==> config.mk <==
export PLATFORM = sky130hd
export DESIGN_NAME = bcd_down_timer
export DESIGN_NICKNAME = d
export VERILOG_FILES = /design/src/rtl/bcd_down_timer.sv
export SDC_FILE = /design/constraint.sdc
export NUM_CORES = 1
export LEC_CHECK = 0
export CAP_MARGIN = 20
export CORE_ASPECT_RATIO = 1.25
export CORE_MARGIN = 10
export CORE_UTILIZATION = 48
export DETAILED_ROUTE_END_ITERATION = 10
export PLACE_DENSITY = 0.91
export SYNTH_ARGS = -nofsm -noshare
export SYNTH_HDL_FRONTEND = slang
export SYNTH_SLANG_ARGS = --single-unit
==> constraint.sdc <==
create_clock -name clk -period 3.8 [get_ports clk]
set_input_delay 0.57 -clock clk [delete_from_list [all_inputs] [get_ports clk]]
set_output_delay 0.57 -clock clk [all_outputs]
set_load 0.02 [all_outputs]
==> src/rtl/bcd_down_timer.sv <==
// bcd_down_timer: cascaded BCD down-counter with per-digit mod-6/mod-10, load sanitising and done pulse.
// Optional BCD_DOWN_TIMER_AUTO_RELOAD_EN reloads the last loaded value when the count expires.
module bcd_down_timer #(
    parameter int                DIGITS    = 4,
    parameter logic [DIGITS-1:0] MOD6_MASK = 4'b0010,
    parameter int                WRAP      = 0
) (
    input  logic                  clk,
    input  logic                  clrn,
    input  logic                  loadn,
    input  logic                  en,
    input  logic [4*DIGITS-1:0]   data,
    output logic [4*DIGITS-1:0]   out,
    output logic                  zero,
    output logic                  done
);
    localparam int W = 4 * DIGITS;

    logic [W-1:0] out_q, out_d;
    logic         done_q, done_d;
    logic [W-1:0] san, dec, maxv, reload_val;
    logic [3:0]   nib, mx, dnib;
    logic         borrow, cnt_done;

`ifdef BCD_DOWN_TIMER_AUTO_RELOAD_EN
    logic [W-1:0] reload_q, reload_d;

    always_comb reload_d = loadn ? reload_q : san;

    always_ff @(posedge clk or negedge clrn)
        if (!clrn) reload_q <= '0;
        else       reload_q <= reload_d;

    assign reload_val = reload_q;
`else
    assign reload_val = '0;
`endif

    // Per-digit sanitise, all-max pattern and borrow-rippled decrement
    always_comb begin
        san    = '0;
        dec    = '0;
        maxv   = '0;
        nib    = '0;
        mx     = '0;
        dnib   = '0;
        borrow = 1'b1;
        for (int i = 0; i < DIGITS; i++) begin
            nib             = out_q[4*i+:4];
            mx              = MOD6_MASK[i] ? 4'd5 : 4'd9;
            dnib            = data[4*i+:4];
            san[4*i+:4]     = (dnib > mx) ? mx : dnib;
            maxv[4*i+:4]    = mx;
            dec[4*i+:4]     = borrow ? ((nib == 4'd0) ? mx : nib - 4'd1) : nib;
            borrow          = borrow && (nib == 4'd0);
        end
    end

    assign zero     = (out_q == '0);
    assign cnt_done = !zero && (dec == '0);

    always_comb begin
        out_d  = out_q;
        done_d = 1'b0;
        if (!loadn)
            out_d = san;
        else if (en && zero)
            out_d = (WRAP != 0 && reload_val == '0) ? maxv : out_q;
        else if (en) begin
            out_d  = cnt_done ? reload_val : dec;
            done_d = cnt_done;
        end
    end

    always_ff @(posedge clk or negedge clrn)
        if (!clrn) begin
            out_q  <= '0;
            done_q <= 1'b0;
        end else begin
            out_q  <= out_d;
            done_q <= done_d;
        end

    assign out  = out_q;
    assign done = done_q;
endmodule

Word level (Yosys, flattened, before mapping)
Cells that the tools add are included.
Widths: inputs -> output; s select.
- add/subtract/negate cells: 4
- order comparisons: 4
- eq/ne operators: 2
- mux-type cells: 18
- reductions and logical operators: 12
- operator list (operator ; count):
    $mux 16 ; 4
    $mux 4 ; 11
    $logic_not 16->1 ; 2
    $logic_not 4->1 ; 4
    $sub 4x1->4 const B ; 4
    $gt 4x4->1 const B ; 3
    $gt 4x3->1 const B ; 1
    $logic_and 1x1->1 ; 4
    $mux 1 ; 3
    $ne 2x1->1 const B ; 1
    $ne 2x2->1 const B ; 1
    $reduce_and 2->1 ; 1
    $logic_not 1->1 ; 1
- register bits after elaboration: 17
- input port bits: 20
- output and inout bits: 18
- logic and storage cells: 42

Depth between registers and ports, before layout
- depth in word-level cells: 10
- mapped depth: 6
- mapped depth without buffers: 5

Least setup slack after synthesis
Ideal clock, no wire load.
- path type: register -> output
- start point: reg out_q[9], in the netlist out[9]
- end point: out zero
- arrival: 1.830 ns
- path slack: 1.400 ns
- stages on the path, launching flop included: 6
- path buffers: 1
- path through: dfrtp_1 buf_6 or4_4 nor4_4 nand2_1 inv_1
- cells in the longest elaborated chain, start to end: 1
- RTL lines (what ; RTL line ; text):
    start, declared ; 19 ; logic [W-1:0] out_q, out_d;
    start signal, assigned ; 80 ; out_q <= out_d;
    $logic_not 16->1 ; 59 ; assign zero = (out_q == '0);
    end, declared ; 14 ; output logic zero,
Every way passes these cells.

Worst setup path in the final report
Ends and elaborated chain as after synthesis.

==> qor.csv <==
stage;metric;value;unit
detailed_routing;antenna-violating nets left;0;
critical_path;Largest delay share family, worst path;simple AND/OR/NAND/NOR gates;
min_path;Min-Delay Endpoint;out[7];
cts;number of buffers created by CTS;3;
cts;TritonCTS clock tree;done;
detailed_routing;First-pass DRT Iterations;4;
logic_synthesis;cell type with the highest aggregate area in the netlist;sky130_fd_sc_hd__dfrtp_1;
cells_and_area;antenna cells;0;
cts;total number of H-tree levels;1;
detailed_routing;violation count after the first detailed-routing iteration;23;
logic_synthesis;Ys Warns;0;
detailed_routing;drt drc;0;
global_route;global-route wire length before repair;5150;um
logic_synthesis;proportion of register bits with asynchronous set or reset after synthesis;100;%
critical_path;setup slack on the worst flop-to-flop path;1.46;ns
cells_and_area;storage element area;425;um2
min_path;worst min-delay path category;register to register;
timing;number of endpoints with negative hold slack in the final report;0;
outcome;result of the run;finished clean;
logic_synthesis;Syn Std Cell Area;1110;um2
cts;setup repair bufs after CTS;0;
min_path;worst hold path depth;2;
flow_run;maximum capacitance violations;0;
cts;clock latency reported for the late side of the worst-skew pair;0.30;ns
timing;unrepaired setup endpoints after global routing;false;
logic_synthesis;ys flop type;sky130_fd_sc_hd__dfrtp_1;
critical_path;category of the most critical setup path;register to output pin;
logic_synthesis;count of mapped cells out of synthesis;125;
cts;root buffer cell;sky130_fd_sc_hd__clkbuf_4;
cts;clk sinks;17;
critical_path;count of cells along the worst register-to-register path;5;
logic_synthesis;number of synthesized flops with an enable pin;0;
logic_synthesis;number of register bits inferred by synthesis;17;
timing;minimum hold slack;0.551;ns
power_and_ir_drop;Clk pwr share;21.9;%
min_path;hold_sp;out[7];
placement;pre-CTS worst setup slack;0.864;ns
cts;Bufs on Longest Clock Path;2;
timing;maximum frequency from static timing analysis;303;MHz
critical_path;worst-path fanout max;10;
critical_path;endpoint of the worst-slack reg-to-reg timing path;out[1];
die;effective utilization at floorplan;50.3;%
placement;global placer's final weighted congestion;0.927;
die;Top-Level Pins;38;
cells_and_area;multi-input logic area;639;um2
die;area of the die;4650;um2
power_and_ir_drop;Logic pwr share;30.0;%
die;horizontal die dimension;63.0;um
critical_path;r2r startpoint;out[9];
global_route;leftover overflow at the end of global routing;0;
detailed_routing;number of vias per cell after detailed routing;5.79;
logic_synthesis;Net Count, Synth;145;
critical_path;required time reported for the critical path endpoint;3.23;ns
timing;final slew viol count;0;
global_route;pin count of the biggest net entering global routing;18;
timing;total negative setup slack;0;ns
cells_and_area;number of fill cells in the layout;192;
logic_synthesis;sequential element share of the synthesized area;38.3;%
timing;fraction of the cycle the final worst path needs;86.9;%
placement;HPWL after detailed placement;2400;um
global_route;antenna violations before repair;0;
cts;number of buffers inserted by hold repair at cts;0;
critical_path;Critical Path AT;2.73;ns
detailed_routing;Avg WL per Cell;15.8;um
cells_and_area;final layout net count;181;
logic_synthesis;Avg Cell Area, Syn;8.89;um2
cells_and_area;share of cells above drive strength 1;6.88;%
detailed_routing;number of vias after detailed routing;1105;
critical_path;critical-path cell list;or4_4 -> nor4_4 -> nand2_1 -> inv_1 -> clkdlybuf4s50_1;
cts;CTS clock-pin slew for the worst setup and hold paths;0.10;ns
critical_path;endpoint class of the critical path;output pin;
die;std cell rows;19;
timing;count of endpoints failing setup in the final report;0;
power_and_ir_drop;sequential power share;48.1;%
die;area of the core;2210;um2
die;height of the die;73.8;um
logic_synthesis;proportion of netlist area held by the largest area contributor;38.3;%
critical_path;maximum single-stage delay on the critical path;0.61;ns
logic_synthesis;unique cell type count in the Yosys netlist;44;
power_and_ir_drop;switching power share of the total;33.7;%
timing;Setup Skew;0.00264;ns
power_and_ir_drop;Cell Int Power;310;uW
detailed_routing;DRT Wirelength;3020;um
power_and_ir_drop;power per cell area;308;nW/um2
placement;port buffer count;37;
timing;final critical delay including setup and external delays;3.30;ns
cts;CTS resizes;0;
global_route;global routing usage summed across all routing layers;13.5;%
critical_path;master of the slowest instance on the critical path;sky130_fd_sc_hd__or4_4;
critical_path;Worst setup SP type;register;
power_and_ir_drop;IR drop worst, VDD;0.000232;V
critical_path;WP buf/inv;2;
power_and_ir_drop;standby leakage power;0.000564;uW
power_and_ir_drop;net switching power figure;158;uW
timing;slack of the critical path;0.498;ns
global_route;vias in the first global route;1132;
cells_and_area;area growth from synthesis to layout;36.7;%
timing;actual slew at the worst max-slew pin;0.772;ns
timing;normalized max-slew margin;48.4;%
logic_synthesis;top post-synthesis cells by area;sky130_fd_sc_hd__dfrtp_1 (38%), sky130_fd_sc_hd__nor2_1 (5.7%), sky130_fd_sc_hd__nand3_1 (4.5%);
==> cells in the mapped netlist, types with 2 or more instances <==
master	n
sky130_fd_sc_hd__dfrtp_1	17
sky130_fd_sc_hd__nor2_1	17
sky130_fd_sc_hd__nand3_1	10
sky130_fd_sc_hd__a21oi_1	9
sky130_fd_sc_hd__nand2_1	7
sky130_fd_sc_hd__clkbuf_1	5
sky130_fd_sc_hd__o21ai_0	5
sky130_fd_sc_hd__nor3_1	4
sky130_fd_sc_hd__xnor2_1	4
sky130_fd_sc_hd__a211oi_1	3
sky130_fd_sc_hd__inv_1	3
sky130_fd_sc_hd__mux2_1	3
sky130_fd_sc_hd__nand4_1	3
sky130_fd_sc_hd__a22o_1	2
sky130_fd_sc_hd__nor4_4	2
sky130_fd_sc_hd__nor4b_1	2
sky130_fd_sc_hd__o211ai_1	2
==> power by group through the flow <==
| stage | Combinational [uW] | Sequential [uW] | Clock (uW) |
|---|---|---|---|
| 2_1_floorplan | 59.2 | 239 | 0 |
| 3_3_place_gp | 139 | 227 | 0 |
| 3_5_place_dp | 141 | 228 | 0 |
| 4_1_cts | 142 | 225 | 104 |
| 5_1_grt | 153 | 228 | 111 |
| 6_report | 140 | 225 | 102 |
==> flip-flops by register name (all words and copies together) (netlist names) <==
register  count
done          1
out          16
==> final cells by class <==
| type | count | area share, % |
|---|---|---|
| Clock buffer | 4 | 1.73 |
| Inverter | 3 | 0.741 |
| Multi-Input combinational cell | 98 | 42.1 |
| Sequential cell | 17 | 28.0 |
| Tap cell | 31 | 2.55 |
| Timing Repair Buffer | 38 | 24.9 |
==> per-layer routing <==
metal | GRT usage (%) | share of wire [%] | vias to the layer above
met4 | 6.47 | 2.1 | 0
met1 | 13.3 | 37 | 517
li1 | - | - | 544
met5 | 0 | 0 | -
met3 | 5.02 | 7.9 | 7
met2 | 24.6 | 53 | 37
==> cells by family after synthesis <==
family	after synthesis	share of synthesized area, %
buffers and inverters	10	4.17
and+or+nand+nor	55	28.0
AOI/OAI and AO/OA	34	21.4
muxes	5	4.95
xor gates and xnor gates	4	3.15
DFF	17	38.3
==> cells in the final DEF (no fill, tap or decap), types with 2 or more instances in the layout <==
cell type	n
sky130_fd_sc_hd__inv_1	3
sky130_fd_sc_hd__nor3_1	4
sky130_fd_sc_hd__clkbuf_4	3
sky130_fd_sc_hd__dfrtp_1	17
sky130_fd_sc_hd__nor4_4	2
sky130_fd_sc_hd__nand4_1	3
sky130_fd_sc_hd__a22o_1	2
sky130_fd_sc_hd__mux2_1	3
sky130_fd_sc_hd__xnor2_1	4
sky130_fd_sc_hd__nand3_1	10
sky130_fd_sc_hd__nor2_1	17
sky130_fd_sc_hd__nor4b_1	2
sky130_fd_sc_hd__a211oi_1	3
sky130_fd_sc_hd__o21ai_0	5
sky130_fd_sc_hd__clkdlybuf4s50_1	37
sky130_fd_sc_hd__o211ai_1	2
sky130_fd_sc_hd__a21oi_1	9
sky130_fd_sc_hd__nand2_1	7
==> stage by stage <==
stage	power, uW	area (um2)	utilization (%)	cells
final	467	1520	68.7	191
after global routing	492	1520	68.7	191
after CTS	471	1520	68.7	191
after detailed placement	369	1490	67.5	187
after global placement	365	1490	67.5	187
after floorplan	299	1110	-	125
==> worst max-delay path by stage <==
stage | startpoint | to | slack, ns | cells after the start
2_1_floorplan | out[9] | zero | 1.40 | 5
3_3_place_gp | out[9] | zero | 0.91 | 5
3_5_place_dp | out[9] | zero | 0.86 | 5
4_1_cts | out[9] | zero | 0.50 | 5
5_1_grt | out[9] | zero | 0.35 | 5
6_report | out[9] | zero | 0.50 | 5
==> worst register-to-register path, cell delays in order (launching register included) <==
cell,delay (ns)
sky130_fd_sc_hd__dfrtp_1,0.49
sky130_fd_sc_hd__or4_4,0.61
sky130_fd_sc_hd__nor4_4,0.41
sky130_fd_sc_hd__a211o_2,0.23
sky130_fd_sc_hd__mux2_1,0.31
sky130_fd_sc_hd__a22o_1,0.18
Note: power is estimated with default switching activity, not from simulation.
